File: config.mk
export PLATFORM = sky130hd
export DESIGN_NAME = mcs_slot_bridge
export DESIGN_NICKNAME = d
export VERILOG_FILES = /design/src/rtl/mcs_bridge_pkg.sv /design/src/rtl/mcs_bridge_timer.sv /design/src/rtl/mcs_slot_bridge.sv
export SDC_FILE = /design/constraint.sdc
export NUM_CORES = 1
export LEC_CHECK = 0
export BUFFER_PORTS_ARGS = -buffer_cell sky130_fd_sc_hd__buf_2
export CAP_MARGIN = 15
export CORE_MARGIN = 2
export CORE_UTILIZATION = 45
export DETAILED_ROUTE_END_ITERATION = 8
export PLACE_DENSITY = 0.89
export SLEW_MARGIN = 20
export SYNTH_ARGS = -nofsm -noshare
export SYNTH_HDL_FRONTEND = slang
export SYNTH_HIERARCHICAL = 1
export SYNTH_SLANG_ARGS = --single-unit
File: constraint.sdc
create_clock -name clk -period 2.2 [get_ports clk]
set_clock_uncertainty 0.1 [all_clocks]
set_input_delay 0.33 -clock clk [delete_from_list [all_inputs] [get_ports clk]]
set_output_delay 0.33 -clock clk [all_outputs]
set_load 0.02 [all_outputs]
File: src/rtl/mcs_bridge_pkg.sv
// mcs_bridge_pkg: shared types and constants for the MCS slot bridge.
package mcs_bridge_pkg;

    typedef enum logic [1:0] {
        ST_IDLE,
        ST_ACCESS,
        ST_WAIT,
        ST_RESP
    } bridge_state_t;

    localparam logic [31:0] BRG_TIMEOUT_DATA = 32'hDEAD_BEEF;

endpackage

File: src/rtl/mcs_bridge_timer.sv
// mcs_bridge_timer: slave-ready watchdog; load clears, count advances,
// expire flags the last allowed cycle of an access.
module mcs_bridge_timer #(
    parameter int TIMEOUT = 16
) (
    input  logic clk,
    input  logic rst_n,
    input  logic load,
    input  logic count,
    output logic expire
);

    logic [7:0] cnt_q;

    assign expire = count && (cnt_q == 8'(TIMEOUT - 1));

    always_ff @(posedge clk or negedge rst_n) begin
        if (!rst_n) begin
            cnt_q <= '0;
        end else if (load) begin
            cnt_q <= '0;
        end else if (count && !expire) begin
            cnt_q <= cnt_q + 8'd1;
        end
    end

endmodule

File: src/rtl/mcs_slot_bridge.sv
// mcs_slot_bridge: MCS I/O bus to one-hot slave slot bridge.
// Define MCS_SLOT_BRIDGE_TIMEOUT_EN to enable the slave-ready timeout.
module mcs_slot_bridge
    import mcs_bridge_pkg::*;
#(
    parameter logic [31:0] BRG_BASE  = 32'hC000_0000,
    parameter int          NUM_SLOTS = 2,
    parameter int          SLOT_AW   = 21,
    parameter int          TIMEOUT   = 16
) (
    input  logic                    clk,
    input  logic                    rst_n,
    input  logic                    io_addr_strobe,
    input  logic                    io_read_strobe,
    input  logic                    io_write_strobe,
    input  logic [3:0]              io_byte_enable,
    input  logic [31:0]             io_address,
    input  logic [31:0]             io_write_data,
    output logic [31:0]             io_read_data,
    output logic                    io_ready,
    output logic [NUM_SLOTS-1:0]    slot_cs,
    output logic                    fp_wr,
    output logic                    fp_rd,
    output logic [SLOT_AW-1:0]      fp_addr,
    output logic [31:0]             fp_wr_data,
    output logic [3:0]              fp_be,
    input  logic [32*NUM_SLOTS-1:0] fp_rd_data,
    input  logic [NUM_SLOTS-1:0]    fp_ready,
    output logic                    timeout_err
);

    localparam int SW = (NUM_SLOTS > 1) ? $clog2(NUM_SLOTS) : 1;

    if (SLOT_AW + 2 + $clog2(NUM_SLOTS) > 24) begin : g_aw_chk
        $error("SLOT_AW + slot bits exceed the 16 MB window");
    end
    if (NUM_SLOTS < 1 || NUM_SLOTS > 8 ||
        (NUM_SLOTS & (NUM_SLOTS - 1)) != 0) begin : g_ns_chk
        $error("NUM_SLOTS must be a power of 2 in 1..8");
    end
    if (TIMEOUT < 2 || TIMEOUT > 255) begin : g_to_chk
        $error("TIMEOUT must be in 2..255");
    end

    bridge_state_t      state_q, state_d;
    logic [SLOT_AW-1:0] addr_q;
    logic [SW-1:0]      slot_q, slot_d;
    logic [31:0]        wdata_q, rdata_q, resp_data, slot_data;
    logic [3:0]         be_q;
    logic               rd_q, wr_q;
    logic               hit, go, busy, sel_ready, expire, done;
    logic               unused_addr;

    assign unused_addr = ^io_address;

    if (NUM_SLOTS > 1) begin : g_slot
        assign slot_d = io_address[SLOT_AW+2 +: SW];
    end else begin : g_one_slot
        assign slot_d = '0;
    end

    assign hit  = io_addr_strobe && (io_address[31:24] == BRG_BASE[31:24]);
    assign go   = (state_q == ST_IDLE) && hit;
    assign busy = (state_q == ST_ACCESS) || (state_q == ST_WAIT);

    assign sel_ready = fp_ready[slot_q];
    assign slot_data = fp_rd_data[32*slot_q +: 32];
    assign done      = busy && (sel_ready || expire);
    // Slave ready wins over a same-cycle timeout.
    assign resp_data = sel_ready ? (rd_q ? slot_data : '0)
                                 : BRG_TIMEOUT_DATA;

    assign fp_addr    = addr_q;
    assign fp_wr_data = wdata_q;
    assign fp_be      = be_q;

`ifdef MCS_SLOT_BRIDGE_TIMEOUT_EN
    logic err_q;

    mcs_bridge_timer #(
        .TIMEOUT (TIMEOUT)
    ) u_timer (
        .clk    (clk),
        .rst_n  (rst_n),
        .load   (state_q == ST_IDLE),
        .count  (busy),
        .expire (expire)
    );

    always_ff @(posedge clk or negedge rst_n) begin
        if (!rst_n) begin
            err_q <= 1'b0;
        end else if (busy && expire && !sel_ready) begin
            err_q <= 1'b1;
        end
    end

    assign timeout_err = err_q;
`else
    assign expire      = 1'b0;
    assign timeout_err = 1'b0;
`endif

    always_ff @(posedge clk or negedge rst_n) begin
        if (!rst_n) begin
            state_q <= ST_IDLE;
        end else begin
            state_q <= state_d;
        end
    end

    always_ff @(posedge clk or negedge rst_n) begin
        if (!rst_n) begin
            addr_q  <= '0;
            slot_q  <= '0;
            wdata_q <= '0;
            be_q    <= '0;
            rd_q    <= 1'b0;
            wr_q    <= 1'b0;
            rdata_q <= '0;
        end else begin
            if (go) begin
                addr_q  <= io_address[SLOT_AW+1:2];
                slot_q  <= slot_d;
                wdata_q <= io_write_data;
                be_q    <= io_byte_enable;
                rd_q    <= io_read_strobe;
                wr_q    <= io_write_strobe;
            end
            if (done) begin
                rdata_q <= resp_data;
            end else if (state_q == ST_RESP) begin
                rdata_q <= '0;
            end
        end
    end

    always_comb begin
        state_d      = state_q;
        slot_cs      = '0;
        fp_rd        = 1'b0;
        fp_wr        = 1'b0;
        io_ready     = 1'b0;
        io_read_data = '0;
        unique case (state_q)
            ST_IDLE: begin
                if (hit) state_d = ST_ACCESS;
            end
            ST_ACCESS: begin
                slot_cs = NUM_SLOTS'(1) << slot_q;
                fp_rd   = rd_q;
                fp_wr   = wr_q;
                state_d = done ? ST_RESP : ST_WAIT;
            end
            ST_WAIT: begin
                slot_cs = NUM_SLOTS'(1) << slot_q;
                if (done) state_d = ST_RESP;
            end
            ST_RESP: begin
                io_ready     = 1'b1;
                io_read_data = rdata_q;
                state_d      = ST_IDLE;
            end
            default: state_d = ST_IDLE;
        endcase
    end

endmodule

**Word-level counts from Yosys, hierarchy flattened**

Cells that the tools add are included.
W data, S select, Z words.

- Bits of input ports: 139
- Register bits: 94

- Magnitude comparators: 1
- Multiplexer cells: 15
- Shift-type cells: 2
- Equal/unequal tests: 6
- Reductions and logical operators: 8

Operators with widths:

| cell | number |
|---|---|
| $mux W32 | 5 |
| $shiftx A64 B7 Y32 | 1 |
| $eq A8 B8 Y1 const B | 1 |
| $pmux W2 S4 | 1 |
| $mux W1 | 6 |
| $mux W2 | 3 |
| $eq A2 B2 Y1 const B | 2 |
| $ne A2 B2 Y1 const B | 2 |
| $logic_and A1 B1 Y1 | 3 |
| $eq A2 B1 Y1 const B | 1 |
| $logic_not A2 Y1 | 1 |
| $lt A1 B2 Y1 const B | 1 |
| $reduce_and A2 Y1 | 1 |
| $reduce_bool A2 Y1 | 1 |
| $reduce_or A2 Y1 | 1 |
| $shl A1 B1 Y2 const A | 1 |
| $logic_or A1 B1 Y1 | 1 |

**Longest topological paths before layout**

Gate-level depths: netlist of run 1.

- Depth in word-level cells: 5
- Depth in mapped cells: 7
- Mapped depth without buffers: 6

**Least setup slack after synthesis of run 1**

Ideal clock, no wire load.

- Path type: register to register
- Start: register state_q[0]
- End: register addr_q[0] (netlist: fp_addr[0])
- Stages on the path, launching flop included: 8
- Data required time: 1.975 ns
- Period minus slack after synthesis: 1.725 ns
- Setup slack: 0.475 ns
- Arrival time: 1.500 ns
- Path buffers: 2
- Setup time: 0.125 ns
- Path through: dfrtp_1 inv_1 ha_1 inv_1 or2_1 buf_6 buf_12 mux2_4

- Longest elaborated chain between the ends: 2

RTL lines:

| element | line | text |
|---|---|---|
| start, declared | mcs_slot_bridge.sv:45 | `bridge_state_t state_q, state_d;` |
| start signal, assigned | mcs_slot_bridge.sv:108 | `state_q <= state_d;` |
| $logic_not A2 Y1 | mcs_slot_bridge.sv:63 | `assign go = (state_q == ST_IDLE) && hit;` |
| $logic_and A1 B1 Y1 | mcs_slot_bridge.sv:63 |  |
| end signal, assigned | mcs_slot_bridge.sv:123 | `addr_q <= io_address[SLOT_AW+1:2];` |
| end, declared | mcs_slot_bridge.sv:46 | `logic [SLOT_AW-1:0] addr_q;` |

Every way passes these cells.
A chain may end at the register's enable or synchronous reset.

**Worst setup path in the final report of run 1**

- Start: register state_q[1]
- End: output slot_cs[0]

- Longest elaborated chain between the ends: 3

RTL lines:

| element | line | text |
|---|---|---|
| $eq A2 B1 Y1 or $eq A2 B2 Y1 (tied branches) | mcs_slot_bridge.sv:145 | `unique case (state_q)` |
| $reduce_or A2 Y1 (no source line) (*) | n/a |  |
| $mux W2 (*) | n/a |  |
| end, declared | mcs_slot_bridge.sv:21 | `output logic [NUM_SLOTS-1:0] slot_cs,` |

Every way passes the cells marked *; elsewhere a longest branch is shown, timed or not.

==> run_results.csv, run 1 <==
group,metric,value,unit
synth,synth_area,4440,um2
placed_design,globalplace.congestion,0.758,
finish,antenna_cells,0,
setup_path,critPathRequiredTime,1.77,ns
global_routing,grt_antenna_before_repair,0,
setup_path,crit_family,"buffers and inverters",
timing,layout_min_cycle_time,2.10,ns
timing,endpoints_failing_hold,0,
setup_path,worst-setup-path-type,"register to primary output",
clocking,cts-root-buf,"clkbuf_8",
pwr,power.static_leakage,3.40,nW
placed_design,placement.io_buffers,230,
timing,slew_viol_final,0,
global_routing,wire_length_of_the_first_global_routing_pass,15400,um
floorplan,initial_utilization,45.9,%
setup_path,critical-path-slowest-cell,"dfrtp_1",
setup_path,startpoint_type,"register",
timing,worst_slew_margin_rel,50.1,%
routing,firstDrtPassIters,4,
routing,drt_iter0_markers,37,
setup_path,worst_path_largest_cell_delay,0.40,ns
routing,wl_per_cell,15.7,um
floorplan,die_outline_area,10700,um2
clocking,cts_max_level,3,
finish,post-route-util,61.0,%
timing,fin_hold_ws,0.101,ns
synth,synth.yosys.warnings,6,
timing,worst-slew-pin-transition,0.746,ns
synth,yosysUniqueCellTypes,25,
finish,syn2layout_area_growth,33.1,%
clocking,clkSlewWorstSetupHoldPaths,0.09,ns
clocking,tritoncts,"done",
pwr,report.power.total,4.09,mW
floorplan,die_height,103,um
floorplan,die_w,103,um
timing,max_freq,477,MHz
routing,postRouteAntennaNets,0,
finish,final_non_filler_cell_area,5910,um2
global_routing,grt_overflow_total,0,
run_status,outcome,"completed",
routing,via_count,3246,
global_routing,grt_max_degree,52,
global_routing,grt_usage,18.8,%
synth,syn-instance-count,299,
finish,post_route_cells_drive_above_1_share,59.4,%
min_path,worst_hold_path_type,"input pin to register",
setup_path,worst_setup_path_end_kind,"primary output",
synth,synth_area_per_cell,14.9,um2
setup_path,cell_by_cell_listing_of_the_critical_path,"inv_1, ha_1, inv_1, buf_4, nor2_1, buf_4",
pwr,power.density,692,nW/um2
run,drv.max_cap_violation_count,0,
clocking,clkLatencyLatePin,0.35,ns
floorplan,io_pins,234,
routing,routed_wl,10500,um
synth,synth.yosys.seq_area_share,53.0,%
global_routing,number_of_global_route_vias_before_repair,3288,
floorplan,row_count,36,
setup_path,path_max_fanout,4,
routing,routed_via_density,4.86,
setup_path,worst-endpoint-arrival,1.67,ns
placed_design,dp_slack,0.189,ns
routing,route.detailed.drc,0,
placed_design,post_dp_cell_area,5680,um2
synth,synth.net_count,442,
timing,period_share,95.4,%
clocking,numCtsBuffers,9,
clocking,cts.sinks,94,
clocking,clk_path_buf_depth,2,
synth,synth.ff_latch_count,94,
timing,postLayoutSetupSlackWorst,0.102,ns
floorplan,placeableCoreArea,9680,um2
pwr,vdd_ir_drop_max,0.000445,V
finish,design.final.nets,673,
placed_design,place_hpwl,8010,um
setup_path,worst_path_buf_inv,4,
timing,setup-violations-final,0,
==> metrics by stage <==
stage	instances	setup TNS, ns
detailed placement	650	0
finish	668	0
CTS	667	0
global placement	650	-0.660
floorplan	299	0
global route	668	-0.00208
==> power breakdown <==
group          total (mW)  switching (mW)  internal [mW]
Sequential           1.86          0.0508           1.81
Clock                1.16           0.572          0.588
Combinational        1.06           0.632          0.432
==> synthesized netlist by cell type, drive strengths merged <==
master | n | area share, %
clkbuf | 3 | 0.25
or2 | 1 | 0.14
nand2 | 1 | 0.084
a31oi | 1 | 0.14
nor3 | 1 | 0.11
nor2 | 4 | 0.34
and2 | 35 | 4.9
mux2 | 60 | 20
inv | 4 | 0.34
buf | 18 | 4.1
nor4b | 1 | 0.34
conb | 1 | 0.084
nand3b | 1 | 0.17
a21boi | 1 | 0.17
nand4 | 1 | 0.14
ha | 4 | 1.1
o2bb2ai | 32 | 6.3
dfrtp | 94 | 53
mux2i | 34 | 7.7
o21ai | 1 | 0.11
o22a | 1 | 0.20
==> worst register-to-register path, cell delays in order (launching register included) <==
cell      delay [ns]
dfrtp_1         0.40
inv_1           0.09
ha_1            0.33
inv_1           0.07
buf_4           0.14
o21ai_0         0.23
a21boi_0        0.34
mux2i_1         0.24
==> what timing repair did <==
action	in CTS	in global routing
setup buffers	0	1
gates resized for setup	0	2
endpoints found under the setup margin	0	33
endpoints found under the hold margin	19	0
hold buffers	1	0
==> layout make-up <==
type / count / area (um2)
Clock buffer: 13 / 159
Tap cell: 133 / 166
Multi-Input combinational cell: 180 / 1890
Timing Repair Buffer: 241 / 1280
Sequential cell: 94 / 2350
Clock inverter: 3 / 42.5
Inverter: 4 / 15.0
Fill cell: 765 / 3770
==> final timing paths <==
kind                                   start        endpoint  slack [ns]  cells after the start
setup / recovery                  state_q[1]      slot_cs[0]        0.10                      6
hold / removal             io_write_data[15]  fp_wr_data[15]        0.10                      2
max in group asynchronous              rst_n     fp_addr[19]        1.08                      3
setup reg to reg                  state_q[1]      state_q[1]        0.19                      7
min in group asynchronous              rst_n     rdata_q[14]        0.31                      2
hold reg to reg                   rdata_q[5]      rdata_q[5]        0.39                      1
==> cell usage in the layout (no fill, tap or decap), types with 2 or more instances in the layout <==
| master | synthesis | layout |
|---|---|---|
| inv_1 | 4 | 4 |
| clkbuf_8 | 0 | 11 |
| dfrtp_1 | 94 | 93 |
| mux2_4 | 60 | 60 |
| ha_1 | 4 | 4 |
| buf_12 | 6 | 3 |
| o2bb2ai_1 | 32 | 32 |
| and2_1 | 35 | 35 |
| mux2i_1 | 34 | 34 |
| buf_2 | 4 | 228 |
| buf_4 | 1 | 8 |
| nor2_1 | 4 | 3 |
| clkbuf_1 | 3 | 2 |
==> cells by family (layout without fill, tap and decap cells) <==
family,Yosys count,count (layout),share of synthesized area (%)
adders and majority gates,4,4,1.13
AOI/OAI and AO/OA,36,36,6.93
DFF,94,94,53.0
buffers and inverters,25,261,4.68
other,1,1,0.0844
and+or+nand+nor,45,45,6.26
muxes,94,94,28.0
==> flip-flops by register name, summed over array words and instances (netlist names) <==
| name | count |
|---|---|
| rdata_q | 32 |
| fp_addr | 21 |
| wr_q | 1 |
| fp_wr_data | 32 |
| slot_q | 1 |
| rd_q | 1 |
| state_q | 2 |
| fp_be | 4 |
==> metal layers <==
metal  wire length [um]  GRT usage, %  vias to the layer above  share of wire (%)
li1                   -             -                     1515                  -
met1               4220          22.5                     1567                 40
met2               5260          32.7                      150                 50
met3                802          4.03                       14                7.7
met4                197          7.89                        0                1.9
met5                  0             0                        -                  0
Power figures use the tool's default switching activity.
==> inputs of run 2 (changes only) <==
--- a/config.mk
+++ b/config.mk
@@ -11,6 +11,7 @@
 export CORE_UTILIZATION = 45
 export DETAILED_ROUTE_END_ITERATION = 8
 export PLACE_DENSITY = 0.89
+export RECOVER_POWER = 50
 export SLEW_MARGIN = 20
 export SYNTH_ARGS = -nofsm -noshare
 export SYNTH_HDL_FRONTEND = slang
==> run 2 against run 1 <==
Against the previous run:
- sequential share of layout area up 0.48 points
- register-to-register slack barely moved
- critical endpoint unchanged
- clock power about the same
- die area did not move
- via count down 0.31%
- count of clock-buffer cells in the layout unchanged
- total power is 0.31% lower
==> run_results.csv, run 2 (synthesis results as in run 1) <==
group,metric,value,unit
pwr,power.static_leakage,3.19,nW
global_routing,grt_use_met1,22.5,%
setup_path,worst-setup-path-type,"register to primary output",
timing,worst_slew_margin_rel,24.0,%
global_routing,wire_length_of_the_first_global_routing_pass,15400,um
setup_path,ff2ff_setup_slack,0.19,ns
floorplan,row_count,36,
pwr,power.density,698,nW/um2
timing,setup-violations-final,0,
clocking,clkLatencyLatePin,0.35,ns
timing,layout_min_cycle_time,2.10,ns
finish,design.final.nets,673,
run_status,outcome,"completed",
setup_path,worst-endpoint-arrival,1.67,ns
placed_design,dp_slack,0.189,ns
placed_design,placement.io_buffers,230,
setup_path,path_max_fanout,4,
global_routing,grt.met2_usage,32.7,%
global_routing,grt_overflow_total,0,
run,drv.max_cap_violation_count,0,
global_routing,groute.layer.met3.usage,4.03,%
floorplan,placeableCoreArea,9680,um2
min_path,holdPathEnd,"fp_wr_data[15]",
clocking,numCtsBuffers,9,
timing,slew_viol_final,0,
setup_path,critPathRequiredTime,1.77,ns
setup_path,timing.rr.start,"state_q[1]",
finish,final_cell_mix,"buf_2, dfrtp_1, mux2_4",
global_routing,grt_max_degree,52,
floorplan,io_pins,234,
placed_design,place_hpwl,8010,um
clocking,clkSlewWorstSetupHoldPaths,0.09,ns
setup_path,startpoint_type,"register",
routing,postRouteAntennaNets,0,
setup_path,crit_path_start,"state_q[1]",
timing,period_share,95.4,%
clocking,tritoncts,"done",
clocking,cts_max_level,3,
min_path,worst_hold_path_type,"input pin to register",
routing,routed_via_density,4.84,
routing,routed_wl,10400,um
min_path,hold_path_cells,2,
floorplan,initial_utilization,45.9,%
min_path,timing.hold.worst.start,"io_write_data[15]",
setup_path,r2r-end,"state_q[1]",
global_routing,grt_usage,18.8,%
placed_design,post_dp_cell_area,5680,um2
global_routing,grt_busiest_layer,"met2",
setup_path,worst_setup_path_end_kind,"primary output",
routing,firstDrtPassIters,4,
global_routing,number_of_global_route_vias_before_repair,3288,
timing,max_freq,476,MHz
clocking,cts-root-buf,"clkbuf_8",
clocking,cts.sinks,94,
finish,post_route_cells_drive_above_1_share,50.7,%
timing,worst-slew-pin-transition,1.14,ns
timing,endpoints_failing_hold,0,
finish,antenna_cells,0,
floorplan,die_outline_area,10700,um2
finish,final_non_filler_cell_area,5840,um2
floorplan,die_w,103,um
routing,via_count,3236,
setup_path,rr_worst_depth,7,
routing,wl_per_cell,15.6,um
timing,fin_hold_ws,0.101,ns
timing,postLayoutSetupSlackWorst,0.101,ns
clocking,clk_path_buf_depth,2,
placed_design,globalplace.congestion,0.758,
global_routing,grt_antenna_before_repair,0,
routing,drt_iter0_markers,41,
finish,syn2layout_area_growth,31.5,%
routing,route.detailed.drc,0,
pwr,vdd_ir_drop_max,0.000446,V
floorplan,die_height,103,um
finish,final_common_cell,"buf_2",
==> run 2: cell count changes in the layout (fill, tap and decap cells not counted) <==
cell      delta
buf_12       -1
buf_2       -46
buf_4        -2
buf_6        +1
clkbuf_1    +47
clkbuf_4     +1
==> run 2: how the worst max path moves through the flow <==
stage                           to  depth (start not counted)
global placement       rdata_q[25]                          6
global route            slot_cs[0]                          6
detailed placement  fp_wr_data[29]                          6
finish                  slot_cs[0]                          6
CTS                     slot_cs[0]                          6
floorplan               fp_addr[0]                          7
==> run 2: repair_timing <==
action,4_1_cts,5_1_grt
endpoints found under the hold margin,19,0
resized for setup,0,2
buffers inserted,0,1
hold buffers,1,0
endpoints found under the setup margin,0,33
==> run 2: worst max-delay path: stages, from the launching register on <==
cell	delay, ns
dfrtp_1	0.40
inv_1	0.09
ha_1	0.33
inv_1	0.07
buf_4	0.14
nor2_1	0.11
buf_4	0.18
==> run 2: final cells by class <==
class / count / area [um2]
Clock inverter: 3 / 42.5
Multi-Input combinational cell: 180 / 1890
Timing Repair Buffer: 241 / 1210
Sequential cell: 94 / 2350
Clock buffer: 13 / 159
Fill cell: 799 / 3840
Inverter: 4 / 15.0
Tap cell: 133 / 166
==> run 2: power breakdown <==
group | internal, mW | switching (mW)
clock | 0.587 | 0.569
combinational | 0.419 | 0.634
sequential | 1.81 | 0.0517
==> run 2: through the flow <==
step / std cells / TNS (ns) / power (mW) / utilization, %
finish: 668 / 0 / 4.07 / 60.3
detailed placement: 650 / 0 / 2.94 / 58.7
global placement: 650 / -0.660 / 2.87 / 58.6
floorplan: 299 / 0 / 2.50 / -
global route: 668 / -0.00208 / 4.29 / 60.3
CTS: 667 / 0 / 4.11 / 60.9
==> run 2: layer usage <==
metal | wire length [um] | vias to the layer above
li1 | - | 1516
met2 | 5240 | 145
met5 | 0 | -
met3 | 759 | 14
met1 | 4240 | 1561
met4 | 198 | 0
==> inputs of run 3 (changes only) <==
--- a/config.mk
+++ b/config.mk
@@ -10,7 +10,7 @@
 export CORE_MARGIN = 2
 export CORE_UTILIZATION = 45
 export DETAILED_ROUTE_END_ITERATION = 8
-export PLACE_DENSITY = 0.89
+export PLACE_DENSITY = 0.8
 export RECOVER_POWER = 50
 export SLEW_MARGIN = 20
 export SYNTH_ARGS = -nofsm -noshare
==> run 3 against run 2 <==
Against the previous run:
- setup slack improved by 0.018 ns
- via count decreased by 2.8%
- sequential share of layout area decreased by 0.23 points
- critical endpoint is now io_read_data[4]
==> run_results.csv, run 3 (synthesis results as in run 1) <==
group,metric,value,unit
min_path,timing.hold.worst.start,"io_write_data[3]",
placed_design,globalplace.congestion,0.800,
finish,antenna_cells,0,
timing,worst_slew_margin_rel,30.3,%
finish,syn2layout_area_growth,32.3,%
clocking,cts.sinks,94,
clocking,cts_max_level,3,
placed_design,place_hpwl,7630,um
timing,layout_min_cycle_time,2.08,ns
placed_design,dp_slack,0.204,ns
setup_path,cell_by_cell_listing_of_the_critical_path,"ha_1, buf_4, and2_1, buf_2",
finish,sequential_cell_area,2350,um2
finish,fill_cells,820,
setup_path,worst_path_buf_inv,2,
clocking,numCtsBuffers,9,
clocking,cts.repair.resized,0,
global_routing,grt_overflow_total,0,
pwr,power.density,739,nW/um2
timing,setup_repair_after_global_routing_missed_its_margin,"no",
setup_path,critical-path-slowest-cell,"dfrtp_1",
floorplan,die_outline_area,10700,um2
finish,post-route-util,60.6,%
floorplan,die_w,103,um
timing,period_share,94.6,%
run,drv.max_cap_violation_count,0,
routing,route.detailed.drc,0,
floorplan,io_pins,234,
setup_path,worst_setup_path_end_kind,"primary output",
setup_path,timing.rr.start,"state_q[0]",
timing,slew_viol_final,0,
pwr,power.static_leakage,3.17,nW
finish,final_common_cell,"buf_2",
routing,firstDrtPassIters,4,
pwr,vdd_ir_drop_max,0.000449,V
global_routing,number_of_global_route_vias_before_repair,3101,
global_routing,grt_usage,18.2,%
clocking,clk_path_buf_depth,2,
routing,drt_iter0_markers,50,
routing,postRouteAntennaNets,0,
timing,postLayoutSetupSlackWorst,0.120,ns
setup_path,worst-setup-path-type,"register to primary output",
min_path,hold_path_cells,2,
routing,wl_per_cell,14.9,um
clocking,cts-root-buf,"clkbuf_8",
clocking,clkLatencyLatePin,0.34,ns
finish,multi_input_comb_area,1890,um2
placed_design,placement.io_buffers,230,
setup_path,worst_path_largest_cell_delay,0.46,ns
floorplan,die_height,103,um
floorplan,row_count,36,
timing,setup-violations-final,0,
timing,worst-slew-pin-transition,1.05,ns
timing,max_freq,481,MHz
setup_path,critPathRequiredTime,1.77,ns
setup_path,crit_family,"flip-flops",
routing,via_count,3145,
setup_path,crit_path_start,"state_q[0]",
setup_path,path_max_fanout,34,
timing,totalNegativeSetupSlack,0,ns
setup_path,startpoint_type,"register",
setup_path,rr_worst_depth,6,
global_routing,grt_antenna_before_repair,0,
min_path,worst_hold_path_type,"input pin to register",
finish,final_cell_mix,"buf_2, dfrtp_1, mux2_4",
floorplan,placeableCoreArea,9680,um2
routing,routed_via_density,4.72,
global_routing,wire_length_of_the_first_global_routing_pass,14900,um
global_routing,grt_max_degree,46,
run_status,outcome,"completed",
finish,design.final.nets,672,
clocking,clkSlewWorstSetupHoldPaths,0.09,ns
finish,post_route_cells_drive_above_1_share,48.9,%
setup_path,worstSetupPathDepth,4,
timing,endpoints_failing_hold,0,
routing,routed_wl,9970,um
floorplan,initial_utilization,45.9,%
clocking,tritoncts,"done",
setup_path,worst-endpoint-arrival,1.65,ns
## run 3: area by class of cell
class                      count  share of cell area, %
clock inverter                 6                   2.26
clock buffer                  10                   2.34
inverter                       4                  0.256
multi-input combinational    180                   32.1
timing repair buffer         240                   20.1
tap                          133                   2.83
sequential                    94                   40.1
## run 3: where the power goes
part,internal [mW],total (mW),switching (mW),leakage [nW]
Combinational,0.398,0.980,0.582,1.73
Sequential,1.81,1.88,0.0651,1.30
Clock,0.899,1.48,0.583,0.132
## run 3: timing repair
action | 4_1_cts | 5_1_grt
buffers inserted | 0 | 0
endpoints found under the hold margin | 40 | 0
hold buffers | 1 | 0
## run 3: through the flow
stage                     cell area, um2  hold WS (ns)  total power [mW]  instances
after floorplan                     4440       -0.0656              2.50        299
after global placement              5680         0.243              2.88        650
after detailed placement            5680         0.254              2.92        650
after CTS                           5960        0.0835              4.41        667
after global routing                5870        0.0768              4.58        667
final                               5870         0.106              4.34        667
## run 3: layer usage
layer,wire [um],vias to the layer above,track usage (%)
li1,-,1513,-
met1,4110,1459,23.0
met2,4920,154,30.2
met3,708,19,3.49
met4,228,0,8.60
met5,0,-,0
## run 3: worst paths after layout
kind                              endpoint  slack, ns
setup reg to reg                state_q[1]       0.20
hold / removal               fp_wr_data[3]       0.11
hold reg to reg                rdata_q[21]       0.38
min in group asynchronous      rdata_q[19]       0.61
setup / recovery           io_read_data[4]       0.12
max in group asynchronous    fp_wr_data[8]       0.43
## run 3: worst reg2reg max path: stages (launching register included)
cell	delay, ns
dfrtp_1	0.46
inv_1	0.10
ha_1	0.32
inv_1	0.08
o21ai_0	0.26
a21boi_0	0.38
mux2i_1	0.23
